**src/rtl/lsu_ctrl_if.sv**
```systemverilog
// Request, response and memory-port signals of the load/store unit.
interface lsu_ctrl_if #(
  parameter int unsigned ADDR_W = 64
);
  logic              req_valid;
  logic              req_ready;
  logic              req_store;
  logic [2:0]        req_funct3;
  logic [ADDR_W-1:0] req_addr;
  logic [63:0]       req_wdata;
  logic              resp_valid;
  logic              resp_ready;
  logic [63:0]       resp_rdata;
  logic              resp_err;
  logic              mem_wen_n;
  logic [2:0]        mem_funct3;
  logic [ADDR_W-1:0] mem_waddr;
  logic [ADDR_W-1:0] mem_raddr;
  logic [63:0]       mem_wdata;
  logic [63:0]       mem_rdata;

  // Execute stage and data memory side.
  modport master (
    output req_valid, req_store, req_funct3, req_addr, req_wdata, resp_ready, mem_rdata,
    input  req_ready, resp_valid, resp_rdata, resp_err,
    input  mem_wen_n, mem_funct3, mem_waddr, mem_raddr, mem_wdata
  );

  // Load/store unit side.
  modport slave (
    input  req_valid, req_store, req_funct3, req_addr, req_wdata, resp_ready, mem_rdata,
    output req_ready, resp_valid, resp_rdata, resp_err,
    output mem_wen_n, mem_funct3, mem_waddr, mem_raddr, mem_wdata
  );
endinterface

```
**src/rtl/lsu_ctrl.sv**
```systemverilog
// Load/store unit: byte-addressed loads/stores to doubleword memory accesses, with
// read-modify-write stores, boundary-crossing splits and load alignment/extension.
module lsu_ctrl #(
  parameter int unsigned ADDR_W = 64
) (
  input  logic    clk,
  input  logic    rst_n,
  lsu_ctrl_if.slave bus
);

  typedef enum logic [2:0] {StIdle, StRd0, StRd1, StWr0, StWr1, StResp} state_e;

  state_e state_q, state_d;

  logic              store_q;
  logic [2:0]        funct3_q;
  logic [63:0]       wdata_q;
  logic [2:0]        off_q;
  logic [ADDR_W-1:0] idx0_q;
  logic [ADDR_W-1:0] idx1_q;
  logic              cross_q;
  logic              err_q;
  logic [63:0]       buf0_q;
  logic [63:0]       buf1_q;

  logic              accept;
  logic              req_illegal;
  logic [3:0]        req_size;
  logic              req_cross;
  logic [ADDR_W-1:0] req_idx0;

  logic [15:0]       base_mask;
  logic [15:0]       lane_mask;
  logic [5:0]        shamt;
  logic [127:0]      pair;
  logic [127:0]      wdata_sh;
  logic [127:0]      merged;
  logic [63:0]       load_lo;
  logic [63:0]       load_ext;

  assign accept   = bus.req_valid && (state_q == StIdle);
  assign req_idx0 = {3'b000, bus.req_addr[ADDR_W-1:3]};

  // Request decode: legality, access size and whether it spills into the next doubleword.
  always_comb begin
    req_illegal = bus.req_store ? bus.req_funct3[2] : (bus.req_funct3 == 3'b111);
    req_size    = 4'd1;
    case (bus.req_funct3[1:0])
      2'b00:   req_size = 4'd1;
      2'b01:   req_size = 4'd2;
      2'b10:   req_size = 4'd4;
      default: req_size = 4'd8;
    endcase
    req_cross = ({1'b0, bus.req_addr[2:0]} + req_size) > 4'd8;
  end

  // State register.
  always_ff @(posedge clk or negedge rst_n) begin
    if (!rst_n) begin
      state_q <= StIdle;
    end else begin
      state_q <= state_d;
    end
  end

  // Next-state logic.
  always_comb begin
    state_d = state_q;
    case (state_q)
      StIdle: if (accept) state_d = req_illegal ? StResp : StRd0;
      StRd0:  state_d = cross_q ? StRd1 : (store_q ? StWr0 : StResp);
      StRd1:  state_d = store_q ? StWr0 : StResp;
      StWr0:  state_d = cross_q ? StWr1 : StResp;
      StWr1:  state_d = StResp;
      StResp: if (bus.resp_ready) state_d = StIdle;
      default: state_d = StIdle;
    endcase
  end

  // Request latch and read buffers.
  always_ff @(posedge clk or negedge rst_n) begin
    if (!rst_n) begin
      store_q  <= 1'b0;
      funct3_q <= 3'b000;
      wdata_q  <= '0;
      off_q    <= 3'b000;
      idx0_q   <= '0;
      idx1_q   <= '0;
      cross_q  <= 1'b0;
      err_q    <= 1'b0;
      buf0_q   <= '0;
      buf1_q   <= '0;
    end else begin
      if (accept) begin
        store_q  <= bus.req_store;
        funct3_q <= bus.req_funct3;
        wdata_q  <= bus.req_wdata;
        off_q    <= bus.req_addr[2:0];
        idx0_q   <= req_idx0;
        idx1_q   <= req_idx0 + {{(ADDR_W-1){1'b0}}, 1'b1};
        cross_q  <= req_cross;
        err_q    <= req_illegal;
      end
      if (state_q == StRd0) buf0_q <= bus.mem_rdata;
      if (state_q == StRd1) buf1_q <= bus.mem_rdata;
    end
  end

  // Byte-lane merge for stores and alignment/extension for loads.
  always_comb begin
    base_mask = 16'h00ff;
    case (funct3_q[1:0])
      2'b00:   base_mask = 16'h0001;
      2'b01:   base_mask = 16'h0003;
      2'b10:   base_mask = 16'h000f;
      default: base_mask = 16'h00ff;
    endcase
    lane_mask = base_mask << off_q;
    shamt     = {off_q, 3'b000};
    pair      = {buf1_q, buf0_q};
    wdata_sh  = {64'h0, wdata_q} << shamt;
    merged    = pair;
    for (int i = 0; i < 16; i++) begin
      if (lane_mask[i]) merged[i*8 +: 8] = wdata_sh[i*8 +: 8];
    end
    load_lo = 64'(pair >> shamt);
    case (funct3_q)
      3'b000:  load_ext = {{56{load_lo[7]}}, load_lo[7:0]};
      3'b001:  load_ext = {{48{load_lo[15]}}, load_lo[15:0]};
      3'b010:  load_ext = {{32{load_lo[31]}}, load_lo[31:0]};
      3'b100:  load_ext = {56'h0, load_lo[7:0]};
      3'b101:  load_ext = {48'h0, load_lo[15:0]};
      3'b110:  load_ext = {32'h0, load_lo[31:0]};
      default: load_ext = load_lo;
    endcase
  end

  // Outputs, decoded from state and latched registers only.
  always_comb begin
    bus.req_ready  = (state_q == StIdle);
    bus.resp_valid = (state_q == StResp);
    bus.resp_err   = (state_q == StResp) && err_q;
    bus.resp_rdata = ((state_q == StResp) && !store_q && !err_q) ? load_ext : 64'h0;
    bus.mem_funct3 = 3'b011;
    bus.mem_wen_n  = 1'b1;
    bus.mem_raddr  = '0;
    bus.mem_waddr  = '0;
    bus.mem_wdata  = merged[63:0];
    case (state_q)
      StRd0: bus.mem_raddr = idx0_q;
      StRd1: bus.mem_raddr = idx1_q;
      StWr0: begin
        bus.mem_wen_n = 1'b0;
        bus.mem_waddr = idx0_q;
      end
      StWr1: begin
        bus.mem_wen_n = 1'b0;
        bus.mem_waddr = idx1_q;
        bus.mem_wdata = merged[127:64];
      end
      default: ;
    endcase
  end

endmodule

```
**src/flat_wrapper.sv**
```systemverilog
// flat-port wrapper written by rule: the top's interface ports become plain ports
module lsu_ctrl_flat 
#(
  parameter int unsigned ADDR_W = 64
)
  (clk, rst_n, bus_req_valid, bus_req_store, bus_req_funct3, bus_req_addr, bus_req_wdata, bus_resp_ready, bus_mem_rdata, bus_req_ready, bus_resp_valid, bus_resp_rdata, bus_resp_err, bus_mem_wen_n, bus_mem_funct3, bus_mem_waddr, bus_mem_raddr, bus_mem_wdata);
  lsu_ctrl_if #(.ADDR_W(ADDR_W)) bus_i ();
  input  logic clk;
  input  logic rst_n;
  input wire logic [$bits(bus_i.req_valid)-1:0] bus_req_valid;
  input wire logic [$bits(bus_i.req_store)-1:0] bus_req_store;
  input wire logic [$bits(bus_i.req_funct3)-1:0] bus_req_funct3;
  input wire logic [$bits(bus_i.req_addr)-1:0] bus_req_addr;
  input wire logic [$bits(bus_i.req_wdata)-1:0] bus_req_wdata;
  input wire logic [$bits(bus_i.resp_ready)-1:0] bus_resp_ready;
  input wire logic [$bits(bus_i.mem_rdata)-1:0] bus_mem_rdata;
  output wire logic [$bits(bus_i.req_ready)-1:0] bus_req_ready;
  output wire logic [$bits(bus_i.resp_valid)-1:0] bus_resp_valid;
  output wire logic [$bits(bus_i.resp_rdata)-1:0] bus_resp_rdata;
  output wire logic [$bits(bus_i.resp_err)-1:0] bus_resp_err;
  output wire logic [$bits(bus_i.mem_wen_n)-1:0] bus_mem_wen_n;
  output wire logic [$bits(bus_i.mem_funct3)-1:0] bus_mem_funct3;
  output wire logic [$bits(bus_i.mem_waddr)-1:0] bus_mem_waddr;
  output wire logic [$bits(bus_i.mem_raddr)-1:0] bus_mem_raddr;
  output wire logic [$bits(bus_i.mem_wdata)-1:0] bus_mem_wdata;
  assign bus_i.req_valid = bus_req_valid;
  assign bus_i.req_store = bus_req_store;
  assign bus_i.req_funct3 = bus_req_funct3;
  assign bus_i.req_addr = bus_req_addr;
  assign bus_i.req_wdata = bus_req_wdata;
  assign bus_i.resp_ready = bus_resp_ready;
  assign bus_i.mem_rdata = bus_mem_rdata;
  assign bus_req_ready = bus_i.req_ready;
  assign bus_resp_valid = bus_i.resp_valid;
  assign bus_resp_rdata = bus_i.resp_rdata;
  assign bus_resp_err = bus_i.resp_err;
  assign bus_mem_wen_n = bus_i.mem_wen_n;
  assign bus_mem_funct3 = bus_i.mem_funct3;
  assign bus_mem_waddr = bus_i.mem_waddr;
  assign bus_mem_raddr = bus_i.mem_raddr;
  assign bus_mem_wdata = bus_i.mem_wdata;
  lsu_ctrl #(.ADDR_W(ADDR_W)) u_core (.clk(clk), .rst_n(rst_n), .bus(bus_i));
endmodule
```
**config.mk**
```make
export PLATFORM = sky130hd
export DESIGN_NAME = lsu_ctrl_flat
export DESIGN_NICKNAME = d
export VERILOG_FILES = /design/src/rtl/lsu_ctrl_if.sv /design/src/rtl/lsu_ctrl.sv /design/src/flat_wrapper.sv
export SDC_FILE = /design/constraint.sdc
export NUM_CORES = 1
export LEC_CHECK = 0
export BUFFER_PORTS_ARGS = -buffer_cell sky130_fd_sc_hd__buf_4
export CAP_MARGIN = 20
export CORE_ASPECT_RATIO = 0.6
export CORE_MARGIN = 1
export CORE_UTILIZATION = 40
export CTS_CLUSTER_SIZE = 40
export DETAILED_ROUTE_END_ITERATION = 7
export PLACE_DENSITY_LB_ADDON = 0.15
export SLEW_MARGIN = 30
export SYNTH_ARGS = -nofsm -noshare
export SYNTH_HDL_FRONTEND = slang
export SYNTH_SLANG_ARGS = --single-unit
```
**constraint.sdc**
```tcl
create_clock -name clk -period 6 [get_ports clk]
set_clock_uncertainty 0.15 [all_clocks]
set_input_delay 0.6 -clock clk [delete_from_list [all_inputs] [get_ports clk]]
set_output_delay 0.6 -clock clk [all_outputs]
set_load 0.05 [all_outputs]
```
-- Word level (Yosys, flattened, before mapping)
Index checks and enable logic that the tools add are counted.
- logic and storage cells: 78
- bits of input ports: 200
- register bits: 329
- shifts and indexed selects: 3
- reduce and logical (&&, ||, !) cells: 12
- add/subtract/negate cells: 2
- equality and inequality tests: 17
- muxes and demuxes: 32
- magnitude comparators: 1
- operators by type and width (kind ; number):
    one-hot mux 64 bit (6 select lines) ; 1
    one-hot mux 64 bit (2 select lines) ; 2
    two-way mux 64 bit ; 2
    two-way mux 8 bit ; 16
    << shifter 64 x 6 -> 128 bit ; 1
    right shift 128 x 6 -> 64 bit ; 1
    adder 61 x 1 -> 62 bit, second input constant ; 1
    one-hot mux 8 bit (3 select lines) ; 1
    == test 3 bit, second input constant ; 6
    one-hot mux 3 bit (6 select lines) ; 1
    << shifter 8 x 3 -> 16 bit ; 1
    two-way mux 3 bit ; 5
    one-hot mux 4 bit (3 select lines) ; 1
    == test 3 x 2 -> 1 bit, second input constant ; 3
    == test 3 x 1 -> 1 bit, second input constant ; 2
    zero test 3 bit ; 2
    adder 3 x 4 -> 4 bit ; 1
    == test 2 x 1 -> 1 bit, second input constant ; 2
    == test 2 bit, second input constant ; 2
    greater-than comparator 4 bit, second input constant ; 1
    logical AND 1 bit ; 4
    zero test 2 bit ; 2
    two-way mux 1 bit ; 3
    zero test 1 bit ; 2
    other kinds (4) ; 4

-- Depth between registers and ports, before layout
- depth in word-level cells: 5
- gate-level depth with buffers: 11

-- Least setup slack after synthesis
Ideal clock, no wire load.
- path type: flip-flop to output port
- start point: register u_core.off_q[1]
- end point: output port bus_mem_wdata[0]
- data required time: 5250 ps
- arrival: 2944 ps
- buffers on the path: 2
- setup slack: 2306 ps
- cell stages (with the launch flop): 7
- cell sequence: dfrtp_1 -> inv_1 -> clkbuf_1 -> clkbuf_1 -> mux2i_1 -> a21oi_1 -> a222oi_1
- cells in the longest elaborated chain, start to end: 3
- elaborated cells on any way between the ends: 5
- ends and longest elaborated chain (what ; line ; RTL):
    start, declared ; lsu_ctrl.sv:18 ; logic [2:0] off_q;
    start signal, assigned ; lsu_ctrl.sv:98 ; off_q <= bus.req_addr[2:0];
    << shifter 64 x 6 -> 128 bit / << shifter 8 x 3 -> 16 bit (equally long branches) ; lsu_ctrl.sv:121, lsu_ctrl.sv:118 ;
    two-way mux 8 bit ; lsu_ctrl.sv:124 ; if (lane_mask[i]) merged[i*8 +: 8] = wdata_sh[i*8 +: 8];
    two-way mux 64 bit * ; lsu_ctrl.sv:149 ; case (state_q)
    end, declared ; flat_wrapper.sv:25 ; output wire logic [$bits(bus_i.mem_wdata)-1:0] bus_mem_wdata;
Mark *: on every way between the ends. The rest lies on a longest branch, timed or not.

-- Final worst setup path
- start point: register u_core.off_q[0]
- end point: output port bus_mem_wdata[57]
The elaborated chain is that of the path after synthesis.

==> out/summary.txt <==
Initial DRC count - 3164
Main combinational cell family by area after synthesis - multiplexers
FMAX - 207.4 MHz
Core ar. - 0.05442 mm2
#FFs+latches synth - 327
Postcts setup bufs - 0
Critical path type - reg -> out
Synth Area in Simple Gates - 17.88%
Die area - 0.05627 mm2
Tcrit/Tclk final - 80.35%
RSZ-0062 raised after global routing - no
Vias in the first global route - 20674
Delay of the slowest critical-path stage - 0.66 ns
Count of unique library cells instantiated by Yosys - 74
Status - completed
Final Max Slew Viols - 0
Layout cells sized above 1 - 28.52%
Min Clock Period, post-route - 4.821 ns
Global-route usage over all layers - 36.90%
Arrival @ worst endpoint - 4.07 ns
Input/output buffers - 455
Die Y - 184.1 um
Post-synth ARST share - 100.0%
Filler instances - 5152
Vias per cell - 6.253
Setup TNS - 0 ns
Rows - 66
Die width - 305.6 um
# H-tree levels - 2
Commonest register cell after synthesis - dfrtp_1
Initial antenna violation count - 7
Clock Tree Buf Depth - 3
Post-DRT Antenna Nets - 0
First-pass DRT Iterations - 8
Area grow syn2layout - 22.91%
Most frequent cells in the layout - nand2_1, buf_4, dfrtp_1
Clock sinks - 327
DR WL/cell - 30.01 um
Multi-input logic area - 0.01296 mm2
Clock latency on the worst-skew pair - 0.55 ns
Most common cell after layout, fill and taps aside - nand2_1
Post-synthesis mux area share - 19.79%
Initial Util - 40.64%
Synth Cell Area - 0.02212 mm2
Share of the synthesized area in the top cell type - 37.00%
TritonCTS clock tree - built
CP Cell Sequence - buf_16 > buf_4 > mux2i_1 > a21oi_1 > a211oi_1 > o21ai_0 > buf_4
Sequential share of the synthesized area - 37.00%
CP top delay family - compound AO/OA/AOI/OAI gates
Total gr overflow - 0
Worst EP required - 5.25 ns
Placer Congestion - 1.075
Post-synth EDFFs - 0
Maximum fanout along the worst path - 46
Mapped Cells - 2496
Max-Cap Viols - 0
Residual DRC - 0
Net count, final - 3021
Worst-Margin Slew - 1.042 ns
Synth Area in Compound Gates - 18.48%
Pin count of the biggest net entering global routing - 146
# resized after CTS - 0
Final Hold Fails - 0
TritonCTS Buffers - 36
Syn avg cell area - 8.861 um2
Critical path launch point type - flop
XOR/XNOR Fraction of Synth Area - 1.663%
Critical path endpoint category - output port
Crit-path slowest cell - a211oi_1
Top Ports - 463
Global-route wire length before repair - 150500 um
Relative slew slack - 30.12%
Clock Pin Slew Worst Setup and Hold Paths - 0.07 ns
Most frequent CP cell - buf_4
Yosys warning count - 0
Post-Synth Adder-Cell Area - 0.3621%
Hpwl dp - 80510 um
Total number of vias - 22261
Final WL - 106800 um
Worst min-delay path class - in -> reg
Root Driver - clkbuf_16
Sequential cell area - 0.008194 mm2
Top cell type by total area after synthesis - dfrtp_1
Synth area leaders - dfrtp_1, nand2_1, mux2_2
Setup violators final - 0
CP bufs+invs - 3
[cell type report]
type	instances	share of cell area (%)
Antenna cell	2	0.01841
Clock buffer	52	3.875
Clock inverter	14	0.7226
Inverter	22	0.3038
Multi-Input combinational cell	1934	47.67
Sequential cell	327	30.14
Tap cell	714	3.286
Timing Repair Buffer	495	13.98
[path summary, 6_finish.rpt]
| check | startpoint | end | slack [ns] | depth (start not counted) |
|---|---|---|---|---|
| worst max-delay path | u_core.off_q[0] | bus_mem_wdata[57] | 1.18 | 7 |
| max in group asynchronous | rst_n | u_core.off_q[1] | 3.95 | 3 |
| worst min-delay path | bus_req_wdata[59] | u_core.wdata_q[59] | 0.08 | 3 |
| min in group asynchronous | rst_n | u_core.buf1_q[54] | 0.39 | 2 |
| worst min register to register | u_core.err_q | u_core.err_q | 0.35 | 2 |
| worst max register to register | u_core.state_q[2] | u_core.idx1_q[60] | 2.88 | 6 |
[cells by family after synthesis]
kind of cell / after synthesis
buffers and inverters: 240
AOI/OAI and AO/OA: 603
and+or+nand+nor: 918
DFF: 327
muxes: 358
xor gates and xnor gates: 42
adders and majority gates: 6
other: 2
[tightest hold or removal path, delay by kind of cell]
kind,cells,cell delay (ns)
buf+inv,1,0.08
simple gates,2,0.08
[cells in the mapped netlist, drive strengths merged, types with 10 or more instances]
| cell type | count |
|---|---|
| a22o | 123 |
| o21ai | 170 |
| o31ai | 16 |
| clkbuf | 151 |
| xnor2 | 14 |
| inv | 22 |
| o22ai | 24 |
| a31oi | 34 |
| a211oi | 43 |
| a21oi | 106 |
| mux4 | 46 |
| nand4 | 27 |
| nor4 | 10 |
| buf | 67 |
| and2 | 13 |
| xor2 | 28 |
| dfrtp | 327 |
| mux2i | 137 |
| a22oi | 12 |
| nand2 | 615 |
| or3 | 17 |
| and3 | 16 |
| mux2 | 175 |
| nor2b | 28 |
| nor2 | 123 |
| nor3 | 12 |
| nand3 | 39 |
[through the flow]
step | instance area, um2 | cells | utilization [%] | setup slack (ns) | hold WS (ns)
CTS | 27130 | 3557 | 49.86 | 1.108 | 0.06460
floorplan | 22140 | 2501 | - | 2.306 | 0.1544
global placement | 25860 | 3490 | 47.51 | 1.742 | 0.3289
finish | 27180 | 3560 | 49.95 | 1.179 | 0.08089
global route | 27180 | 3558 | 49.94 | 1.204 | 0.08234
detailed placement | 25870 | 3490 | 47.54 | 1.698 | 0.3351
[per-layer routing]
metal  share of wire [%]  track usage, %
met1                  45           55.65
met2                  40           49.65
met3                  13           13.76
met4                 1.9           6.312
met5               0.051               0
[timing repair]
action,in CTS,in global routing
setup endpoints to repair,0,0
hold endpoints to repair,49,0
hold buffers,1,0
[state kept, by name, indices dropped and copies added (netlist names)]
| register | flops |
|---|---|
| u_core.idx0_q | 61 |
| u_core.buf0_q | 64 |
| u_core.err_q | 1 |
| u_core.idx1_q | 62 |
| u_core.off_q | 3 |
| u_core.cross_q | 1 |
| u_core.state_q | 3 |
| u_core.wdata_q | 64 |
| u_core.funct3_q | 3 |
| u_core.store_q | 1 |
| u_core.buf1_q | 64 |
Power is not shown: default switching activity piles up to over one toggle a cycle in this logic, so the estimate is an artifact.
